--- config.mk ---
export PLATFORM = sky130hd
export DESIGN_NAME = pipe_stage_elastic
export DESIGN_NICKNAME = d
export VERILOG_FILES = /design/src/rtl/pipe_stage_elastic.sv
export SDC_FILE = /design/constraint.sdc
export NUM_CORES = 1
export LEC_CHECK = 0
export CORE_ASPECT_RATIO = 1.5
export CORE_MARGIN = 2
export CORE_UTILIZATION = 52
export DETAILED_ROUTE_END_ITERATION = 10
export GPL_TIMING_DRIVEN = 0
export PLACE_DENSITY_LB_ADDON = 0.25
export SYNTH_ARGS = -nofsm -noshare
export SYNTH_HDL_FRONTEND = slang
export SYNTH_SLANG_ARGS = --single-unit
--- constraint.sdc ---
create_clock -name clk -period 7.1 [get_ports clk]
set_input_delay 1.065 -clock clk [delete_from_list [all_inputs] [get_ports clk]]
set_output_delay 1.065 -clock clk [all_outputs]
set_load 0.05 [all_outputs]
--- src/rtl/pipe_stage_elastic.sv ---
// rtl/pipe_stage_elastic.sv - elastic valid/ready pipeline register with 2-entry skid buffer (optional PIPE_PERF_CNT_EN counters)
module pipe_stage_elastic #(
    parameter int WIDTH  = 32,
    parameter     BUBBLE = 32'h0000_0013,
    parameter int CNT_W  = 16
) (
    input  logic             clk,
    input  logic             rst,
    input  logic             flush,
    input  logic             in_valid,
    output logic             in_ready,
    input  logic [WIDTH-1:0] in_data,
    output logic             out_valid,
    input  logic             out_ready,
    output logic [WIDTH-1:0] out_data,
`ifdef PIPE_PERF_CNT_EN
    output logic [CNT_W-1:0] stall_cnt,
    output logic [CNT_W-1:0] bubble_cnt,
`endif
    output logic [1:0]       occupancy
);

    localparam logic [WIDTH-1:0] BUBBLE_W = WIDTH'(BUBBLE);

    typedef enum logic [1:0] {
        S_EMPTY = 2'd0,
        S_HALF  = 2'd1,
        S_FULL  = 2'd2
    } state_t;

    state_t           state_q, state_d;
    logic [WIDTH-1:0] main_q, main_d;
    logic [WIDTH-1:0] skid_q, skid_d;
    logic             push, pop;

    // Ready depends only on the state register so backpressure never forms a combinational path
    assign in_ready  = rst && (state_q != S_FULL);
    assign out_valid = (state_q != S_EMPTY);
    assign out_data  = out_valid ? main_q : BUBBLE_W;
    assign occupancy = state_q;
    assign push      = in_valid && in_ready;
    assign pop       = out_valid && out_ready;

    // Next-state and storage update; flush empties the stage and drops the incoming beat
    always_comb begin
        state_d = state_q;
        main_d  = main_q;
        skid_d  = skid_q;
        if (flush) begin
            state_d = S_EMPTY;
        end else begin
            case (state_q)
                S_EMPTY: begin
                    if (push) begin
                        state_d = S_HALF;
                        main_d  = in_data;
                    end
                end
                S_HALF: begin
                    if (push && pop) begin
                        main_d = in_data;
                    end else if (push) begin
                        state_d = S_FULL;
                        skid_d  = in_data;
                    end else if (pop) begin
                        state_d = S_EMPTY;
                    end
                end
                S_FULL: begin
                    if (pop) begin
                        state_d = S_HALF;
                        main_d  = skid_q;
                    end
                end
                default: state_d = S_EMPTY;
            endcase
        end
    end

    // State register with synchronous active-low reset
    always_ff @(posedge clk) begin
        if (!rst) begin
            state_q <= S_EMPTY;
        end else begin
            state_q <= state_d;
        end
    end

    // Payload registers carry no reset; their contents only matter while the state marks them valid
    always_ff @(posedge clk) begin
        main_q <= main_d;
        skid_q <= skid_d;
    end

`ifdef PIPE_PERF_CNT_EN
    // Saturating stall/bubble counters, classified on pre-flush handshake, cleared only by reset
    always_ff @(posedge clk) begin
        if (!rst) begin
            stall_cnt  <= '0;
            bubble_cnt <= '0;
        end else begin
            if (out_valid && !out_ready && (stall_cnt != '1)) begin
                stall_cnt <= stall_cnt + 1'b1;
            end
            if (!out_valid && (bubble_cnt != '1)) begin
                bubble_cnt <= bubble_cnt + 1'b1;
            end
        end
    end
`endif

endmodule

# After elaboration in Yosys (flattened, before gate mapping)
# Index checks and enable logic that the tools add are counted.
[op_classes]
eq_ne = 8
n_mux = 11
bitwise = 3
n_reduce_logical = 11
[op_table]
columns = ["operator", "n"]
rows = [
  ["two-way mux 32 bit", 4],
  ["case mux 32 bit (3 select lines)", 1],
  ["two-way mux 2 bit", 5],
  ["inequality test 2 bit, second input constant", 5],
  ["AND reduction 4 bit", 2],
  ["case mux 2 bit (3 select lines)", 1],
  ["AND reduction 5 bit", 1],
  ["logical AND 1 bit", 4],
  ["inequality test 3 bit, second input constant", 1],
  ["inverter 1 bit", 3],
  ["nonzero test 3 bit", 1],
  ["equality test 2 x 1 -> 1 bit, second input constant", 1],
  ["equality test 2 bit, second input constant", 1],
  ["logical NOT 2 bit", 1],
  ["nonzero test 2 bit", 1],
  ["OR reduction 2 bit", 1],
]
[word_totals]
register_bits = 66
input_bits = 37
out_inout_bits = 36
elab_cells = 36

# Longest topological paths before layout
[logic_depth]
depth_word = 6
depth_mapped = 5
mapped_depth_nobuf = 3

# Least setup slack after synthesis
# OpenSTA, ideal clock, no wires.
[synth_path]
kind = "register -> register"
from = "reg state_q[1], in the netlist occupancy[1]"
to = "reg main_q[0], enable pin"
setup_ps = 432
arrival_ps = 2898
required_time_ps = 6668
path_slack_ps = 3770
stages_incl_launch_ff = 6
n_path_buf = 2
period_less_slack_ps = 3330
cell_sequence = "dfxtp_1 -> nor2b_2 -> buf_6 -> buf_12 -> o21ai_2 -> a21oi_1"
[synth_between]
elab_chain_cells = 6
elab_cells_between_ends = 14
cone_classes = "eq/ne (6); reduce/logical (8)"
[synth_rtl]
columns = ["element", "line_no", "source"]
rows = [
  ["from (decl)", "31", "state_t state_q, state_d;"],
  ["from (signal assigned)", "85", "state_q <= state_d;"],
  ["inequality test 2 bit", "37", "assign in_ready = rst && (state_q != S_FULL);"],
  ["logical AND 1 bit", "37", ""],
  ["logical AND 1 bit", "41", "assign push = in_valid && in_ready;"],
  ["logical AND 1 bit", "60", "if (push && pop) begin"],
  ["inequality test 2 bit (no source line)", "-", ""],
  ["AND reduction 5 bit (no source line) (*)", "-", ""],
  ["to (signal assigned)", "91", "main_q <= main_d;"],
  ["to (decl)", "32", "logic [WIDTH-1:0] main_q, main_d;"],
]
# Mark *: on every way between the ends. The rest lies on a longest branch, timed or not.
# A chain may end at the register's enable or synchronous reset.

# Worst setup path after layout
[layout_path]
from = "in rst"
to = "out in_ready"
[layout_between]
elab_chain_cells = 1
[layout_rtl]
columns = ["element", "line_no", "source"]
rows = [
  ["from (decl)", "8", "input logic rst,"],
  ["logical AND 1 bit", "37", ""],
  ["to (decl)", "11", "output logic in_ready,"],
]
# No other way between the ends.

==> summary.txt <==
Run status
  • Status: completed

Pwr
  • Internal cell power: roughly 640 uW
  • Power density cells: 213.4 nW/um^2
  • Clk pwr share: 34.2%
  • Leak pwr: 0.001335 uW
  • Gate power share: 12.3%
  • Worst IR Drop VDD: 152.8 uV
  • Sequential share of power: 53.5%
  • Net Sw Frac: a little over a fifth
  • Net switching power: around 180 uW

Detailed routing
  • Drt wl/cell: between 15 and 20 um
  • Detailed Routing Iterations Pass 1: 4
  • Via density: 4.974
  • Met3 WL: 207 um
  • Initial DRC Count: 76
  • Antenna viol nets, final: 0
  • Routed wl met2: 2.579 mm
  • Highest Signal Layer: met4
  • Via Count: 1552
  • Routed wire length: ~4.8 mm
  • Drt drc: 0
  • Routed metal-1 wirelength: 1.891 mm

Logic synthesis
  • Mean post-synth cell area: 18.18 um^2
  • Register area share after synthesis: just under 70%
  • Synth Flop Type: edfxtp_1
  • #FFs+latches synth: 66
  • Net Count, Synth: 193
  • EDFF count, synth: 64
  • FFs w/ async S/R, synth: 0%
  • Syn Inst Count: approximately 160
  • Distinct cells, synth: 24
  • Leading cell type by number of instances after synthesis: edfxtp_1
  • Area leader, netlist: edfxtp_1
  • Post-synth top cells: edfxtp_1, mux2_4, nor2b_1
  • Syn Std Cell Area: 2836 um^2
  • Synth warn: 0
  • Largest cells by area after synthesis: edfxtp_1, mux2_4, nor2b_1
  • Post-synth top area share: 67.75%

GRT
  • Initial antenna violation count: 0
  • First-pass GRT wire length: 7.714 mm
  • GRT Util Overall: 17.38%
  • Largest net degree at the start of global routing: 33
  • Grt ovf: 0
  • Number of global-route vias before repair: 1605

Timing
  • Setup violators final: 0
  • Final period util: 50.90%
  • Final Hold Fails: 0
  • Worst Skew: around 0.007 ns
  • Fin crit period: ~3.6 ns
  • Worst-margin pin slew: between 0.7 and 0.8 ns
  • Fmax: 276.7 MHz
  • Slew Limit Fails: 0
  • Slew HR: 48.77%
  • PnR worst setup slack: 3.486 ns
  • RSZ-0062 raised after global routing: false
  • Setup_tns: 0 ns

Worst setup path
  • Crit Path Class: in -> out
  • Worst r2r dst: main_q[13]
  • Setup crit end kind: output pin
  • Crit-path max FO: 5
  • Slowest-stage cell, CP: clkdlybuf4s50_1
  • R2R setup slack: 4.80 ns
  • Critical Path RT: 6.03 ns
  • Worst Setup Start Kind: primary input
  • Largest stage delay, worst path: 0.80 ns
  • R2r startpoint: occupancy[0]
  • Worst-path cell chain: clkdlybuf4s50_1 > nor2b_1 > clkdlybuf4s50_1
  • CP top delay family: buffers and inverters
  • CP most frequent cell: clkdlybuf4s50_1
  • Buf+Inv Stages, Crit Path: 2
  • Worst path arrival time: 2.55 ns
  • Cells on worst reg2reg path: 5

Place
  • Port Buffer Count: 72
  • Placement Setup Slack: 3.495 ns
  • Routability cong.: around 0.73
  • HPWL Detailed: 3.364 mm

Clock network
  • Post-CTS Hold Buffers: 0
  • H-tree depth: 3
  • Post-cts resize count: 0
  • Worst-Skew Late Latency: approximately 0.33 ns
  • CTS Buffer Depth: 2
  • CTS tree: yes
  • Num CTS Buffers: 9
  • Post-CTS Setup Bufs: 0
  • Clk slew on worst S/H paths: 0.07 ns
  • Clk root buf: clkbuf_8
  • Clock sinks: 66

Job
  • Max_cap viols: 0

Finish
  • Antenna Diode Count: 0
  • Final core utilization: about three quarters
  • Share of cells above drive strength 1: 23.36%
  • Final net count: ~280
  • Area delta synth->final: 35.95%

Hold path
  • Hold depth: 1
  • Worst Hold Path EP: main_q[10]
  • Hold Crit Class: reg -> reg
  • Min-delay src: skid_q[10]

Floorplan
  • IO Count: 73
  • Starting Density: 54.50%
  • Die H: roughly 94 um
  • Die width: ~64 um
  • Die area: just over 6000 um^2
  • Core ar.: 5205 um^2
  • Row Count: 32
## power by group through the flow
stage / clock (uW) / combinational, uW / sequential, uW
final: 282 / 101 / 440
after global routing: 303 / 107 / 441
after CTS: 290 / 102 / 440
after floorplan: 0 / 54.8 / 450
after global placement: 0 / 97.2 / 449
after detailed placement: 0 / 102 / 448
## flip-flops by register name, summed over array words and instances, names as in the netlist
| signal | cells |
|---|---|
| skid_q | 32 |
| occupancy | 2 |
| main_q | 32 |
## logic make-up after synthesis
| kind of cell | after synthesis | synth area share, % |
|---|---|---|
| buffers and inverters | 9 | 3.176 |
| AND/OR/NAND/NOR | 44 | 9.969 |
| AO/OA/AOI/OAI | 4 | 1.015 |
| multiplexers | 33 | 16.67 |
| flip-flops | 66 | 69.17 |
## area by class of cell
type                       instances  area (um^2)
sequential                        66         1962
fill                             361         1349
multi-input combinational         81        797.0
timing repair buffer              73        748.2
clock buffer                      10        127.6
tap                               68        85.08
buffer                             7        82.58
clock inverter                     5        46.29
inverter                           2        7.507
## cell usage in the layout, fill, tap and decap left out
cell type        count
nor2_2               1
dfxtp_1              2
mux2_2               5
buf_12               3
buf_6                1
nor4b_1              1
a221o_1              1
nand2_1              1
and3_2               1
nand3_1              1
o21ai_2              1
a21oi_1              1
clkinv_1             3
nor2b_2              1
or2_2                3
and3b_1              1
clkinv_2             1
inv_1                2
clkdlybuf4s50_1     72
mux2_1               1
buf_16               1
edfxtp_1            64
nor2b_1             27
and2b_1              4
and3b_2              1
clkbuf_8             9
a21oi_4              1
nor2_1               2
bufinv_16            1
clkbuf_1             4
mux2_4              27
## worst max-delay path by stage
stage	end	startpoint	depth (start not counted)
2_1_floorplan	main_q[0]	occupancy[1]	5
3_3_place_gp	main_q[1]	rst	4
3_5_place_dp	in_ready	rst	3
4_1_cts	in_ready	rst	3
5_1_grt	in_ready	rst	3
6_report	in_ready	rst	3
## per-stage QoR
stage	std cells	hold slack, ns	area [um^2]	power (uW)
6_report	312	0.5471	3856	822.9
5_1_grt	312	0.5557	3856	851.4
4_1_cts	312	0.5500	3856	832.2
3_5_place_dp	297	0.5360	3682	550.4
3_3_place_gp	296	0.5281	3642	546.1
2_1_floorplan	156	0.5231	2836	504.3
## per-layer routing
layer	vias up	track usage [%]
met2	49	30.21
met3	9	2.980
met4	0	11.52
li1	746	-
met1	748	19.43
met5	-	0
Power figures use the tool's default switching activity.
==> edit 1: new RTL, same settings <==
`WIDTH`: 32 -> 48.
--- a/src/rtl/pipe_stage_elastic.sv
+++ b/src/rtl/pipe_stage_elastic.sv
@@ -1,5 +1,5 @@
 // rtl/pipe_stage_elastic.sv - elastic valid/ready pipeline register with 2-entry skid buffer (optional PIPE_PERF_CNT_EN counters)
 module pipe_stage_elastic #(
-    parameter int WIDTH  = 32,
+    parameter int WIDTH  = 48,
     parameter     BUBBLE = 32'h0000_0013,
     parameter int CNT_W  = 16
Ports: changed (resized in_data and out_data); port bits go from 73 to 105. No check against the original RTL was run, so the function may have changed too.
==> edit 1 against the unedited design <==
Power increased by 55%; sequential cell count increased by 32; routed wire length increased by 44%; worst setup slack improved by 0.045 ns; cell area increased by 51%; clock power increased by 76%; sequential share of layout area decreased by 0.55 points; synthesized area increased by 48%; critical path type unchanged; largest cell class unchanged.
==> edit 1: results (changes against the unedited design) <==
- Terminus of the critical flop-to-flop path: main_q[47] (was main_q[13])
- Status: complete, no violations (unchanged)
- Nets: 400 (was 277)
- Sequential fraction of the synthesis area: 0.695 (was 0.692)
- Flop2flop setup slack: 4.93 ns (was 4.80 ns)
- EDFF count, synth: 96 (was 64)
- Placement Cell Area: 0.00550 mm2 (was 0.00368 mm2)
- CP arrival: 2.50 ns (was 2.55 ns)
- Placed instance count: 441 (was 297)
- Post-synthesis compound-gate area fraction: 0.00773 (was 0.0101)
- WHS Endpoint: main_q[42] (was main_q[10])
- Share of cells above drive strength 1: 0.239 (was 0.234)
- GPL Wtd Cong: 0.660 (was 0.728)
- R2R Path Start: occupancy[1] (was occupancy[0])
- Peak supply drop: 0.156 mV (was 0.153 mV)
- Detailed-route via count: 2201 (was 1552)
- Yosys top cell area share: 0.685 (was 0.678)
- CTS root buf: clkbuf_16 (was clkbuf_8)
- Synth Instances: 224 (was 156)
- Largest net degree at the start of global routing: 19 (was 33)
- Distinct cell type count after synthesis: 23 (was 24)
- Met2 Use GR: 0.288 (was 0.302)
- Largest fanout on the critical path: 3 (was 5)
- M1 WL: 2.70 mm (was 1.89 mm)
- Avg WL per Cell: 15.1 um (was 15.3 um)
- IO buf count: 104 (was 72)
- First-pass GRT wire length: 10.9 mm (was 7.71 mm)
- Initial drt markers: 96 (was 76)
- Worst clock skew: 0.00574 ns (was 0.00701 ns)
- Met2 WL: 3.71 mm (was 2.58 mm)
- Post-DP HPWL: 5.20 mm (was 3.36 mm)
- Met3 GRT Util: 0.0426 (was 0.0298)
- Hold Path Origin: skid_q[42] (was skid_q[10])
- Actual slew at the worst max-slew pin: 0.713 ns (was 0.768 ns)
- Synth cell count leaders: 96 x edfxtp_1, 46 x mux2_4, 38 x nor2b_1, 8 x and2b_1, 6 x buf_12 (was 64 x edfxtp_1, 27 x mux2_4, 27 x nor2b_1, 5 x mux2_2, 4 x and2b_1)
- Initial antenna violation count: 0 (unchanged)
- R2R depth: 6 (was 5)
- Hold_ws: 0.542 ns (was 0.547 ns)
- Multiplexer share of the synthesized area: 0.169 (was 0.167)
- Met3 wire length: 328 um (was 207 um)
- Synthesized Nets: 277 (was 193)
- GR Util met1: 0.183 (was 0.194)
- Switching power: 252 uW (was 179 uW)
- LEAKAGE: 2.02 nW (was 1.34 nW)
- Fillers: 504 (was 361)
edit 1: power by group through the flow:
stage / clock [mW] / sequential, mW / combinational, mW
floorplan: 0 / 0.663 / 0.0673
global placement: 0 / 0.662 / 0.122
detailed placement: 0 / 0.661 / 0.128
CTS: 0.508 / 0.649 / 0.129
global route: 0.529 / 0.649 / 0.134
finish: 0.496 / 0.649 / 0.127
edit 1: logic make-up after synthesis:
kind of cell | after synthesis
AOI/OAI and AO/OA | 5
and+or+nand+nor | 59
buffers and inverters | 14
DFF | 98
muxes | 48
edit 1: area by class of cell:
type | count | share of cell area
flip-flops and latches | 98 | 0.503
multi-input cells | 112 | 0.198
repair buffers | 112 | 0.196
clock buffers | 10 | 0.0394
plain buffers | 11 | 0.0241
well taps | 105 | 0.0226
clock inverters | 6 | 0.0140
inverters | 3 | 0.00194
edit 1: metrics by stage:
stage	utilization	setup WS, ns
after global placement	0.676	-2.16
after CTS	0.730	3.49
final	0.730	3.53
after floorplan	-	0.677
after detailed placement	0.691	3.55
after global routing	0.730	3.32
==> edit 2: new RTL, same settings <==
Made on the original files. Add a define of `PIPE_PERF_CNT_EN`.
--- a/src/rtl/pipe_stage_elastic.sv
+++ b/src/rtl/pipe_stage_elastic.sv
@@ -1,3 +1,5 @@
 // rtl/pipe_stage_elastic.sv - elastic valid/ready pipeline register with 2-entry skid buffer (optional PIPE_PERF_CNT_EN counters)
+`define PIPE_PERF_CNT_EN
+
 module pipe_stage_elastic #(
     parameter int WIDTH  = 32,
Behaviour (old outputs only; new: bubble_cnt and stall_cnt): unchanged (Yosys induction, for registers that start in step).
==> edit 2 against the unedited design <==
Via count rose by 110%; routed wire length grew 93%; synthesized area up 52%; cell area is 50% higher; sequential cell count increased by 32; clock skew shrank 0.0018 ns; worst setup slack got worse by 0.26 ns; power up 43%; critical endpoint unchanged.
==> edit 2: results (changes against the unedited design) <==
- EDFF count, synth: 64 (unchanged)
- Avg WL per Cell: 16.1 um (was 15.3 um)
- Distinct cell type count after synthesis: 46 (was 24)
- Share of cells above drive strength 1: 0.145 (was 0.234)
- Syn. warnings: 0 (unchanged)
- Largest fanout on the critical path: 10 (was 5)
- Flop2flop setup slack: 4.89 ns (was 4.80 ns)
- Post-synthesis async set-or-reset flop share: 0 (unchanged)
- Hold crit path type: register to register (unchanged)
- Initial drt markers: 204 (was 76)
- Peak supply drop: 0.133 mV (was 0.153 mV)
- Hold Path Origin: stall_cnt[15] (was skid_q[10])
- Worst hold path depth: 2 (was 1)
- Clock Pin Slew Worst Setup and Hold Paths: 0.07 ns (about the same)
- Number of global-route vias before repair: 3250 (was 1605)
- Actual slew at the worst max-slew pin: 0.908 ns (was 0.768 ns)
- Worst clock skew: 0.00523 ns (was 0.00701 ns)
- Gr usage total: 0.213 (was 0.174)
- WL final: 9.20 mm (was 4.76 mm)
- Synthesized Nets: 385 (was 193)
- First-pass GRT wire length: 15.2 mm (was 7.71 mm)
- H-tree levels: 3 (unchanged)
- Status: complete, no violations (unchanged)
- Terminus of the critical flop-to-flop path: skid_q[17] (was main_q[13])
- Hold_ws: 0.502 ns (was 0.547 ns)
- CTS root buf: clkbuf_16 (was clkbuf_8)
- Placed instance count: 557 (was 297)
- Post-DP HPWL: 6.64 mm (was 3.36 mm)
- Placement Cell Area: 0.00552 mm2 (was 0.00368 mm2)
- Vias per inst: 5.70 (was 4.97)
- Synth cell count leaders: 64 x edfxtp_1, 34 x dfxtp_1, 32 x mux2_2, 30 x and2_1, 27 x a21oi_1 (was 64 x edfxtp_1, 27 x mux2_4, 27 x nor2b_1, 5 x mux2_2, 4 x and2b_1)
- IO buf count: 102 (was 72)
- LEAKAGE: 1.90 nW (was 1.34 nW)
- CP arrival: 2.81 ns (was 2.55 ns)
- Sequential fraction of the synthesis area: 0.603 (was 0.692)
- Largest net degree at the start of global routing: 33 (unchanged)
- Top cells by area, synth: edfxtp_1 45%, dfxtp_1 16%, mux2_2 8.4%, and2_1 4.3%, a21oi_1 3.1% (was edfxtp_1 68%, mux2_4 14%, nor2b_1 6.0%, buf_12 2.1%, mux2_2 2.0%)
- Nets: 502 (was 277)
- Pre-CTS WS: 3.19 ns (was 3.50 ns)
- R2R Path Start: occupancy[1] (was occupancy[0])
- Synth Instances: 346 (was 156)
- WHS Endpoint: stall_cnt[15] (was main_q[10])
- GPL Wtd Cong: 0.862 (was 0.728)
==> edit 2: changes by cell type after synthesis, sizes merged, moves of 13 or more <==
cell   delta
o21ai    +14
and2     +30
dfxtp    +32
or4      +13
a21oi    +25
nor2b    -25
==> edit 2: worst max-delay path by stage <==
stage / from / end / slack (ns) / cells after the start
after floorplan: rst / skid_q[0] / 1.77 / 3
after global placement: in_valid / skid_q[7] / -0.38 / 3
after detailed placement: rst / in_ready / 3.19 / 5
after CTS: rst / in_ready / 3.18 / 5
after global routing: rst / in_ready / 3.11 / 5
final: rst / in_ready / 3.22 / 5
==> edit 2: layout make-up <==
class,instances,area [um2]
plain buffers,18,97.6
inverters,6,22.5
repair buffers,106,1050
fillers,589,2280
well taps,105,131
multi-input cells,224,1610
clock inverters,6,33.8
clock buffers,10,229
flip-flops and latches,98,2600
==> edit 2: logic make-up (layout without fill, tap and decap cells) <==
kind of cell | Yosys count | after routing | share of synthesized area
buf+inv | 24 | 146 | 0.0278
xor+xnor | 2 | 2 | 0.00406
simple gates | 122 | 122 | 0.174
fa+ha+maj | 2 | 2 | 0.00580
flops | 98 | 98 | 0.603
mux | 34 | 34 | 0.0881
compound gates | 64 | 64 | 0.0974
==> edit 2: critical path, stage by stage <==
cell and delay, ns:
clkbuf_1 0.37, inv_1 0.13, clkbuf_1 0.28, nor2_1 0.16
clkdlybuf4s50_1 0.81
==> edit 2: metal layers <==
layer  up-vias  share of wire  global-route usage  wire length (um)
li1       1559              -                   -                 -
met4         0          0.015              0.0865               142
met5         -              0                   0                 0
met1      1587           0.42               0.255              3850
met2       109           0.52               0.374              4760
met3        10          0.049              0.0467               453
==> edit 2: where the power goes <==
group | switching (mW) | internal [mW]
Sequential | 0.00439 | 0.620
Clock | 0.193 | 0.234
Combinational | 0.0700 | 0.0523
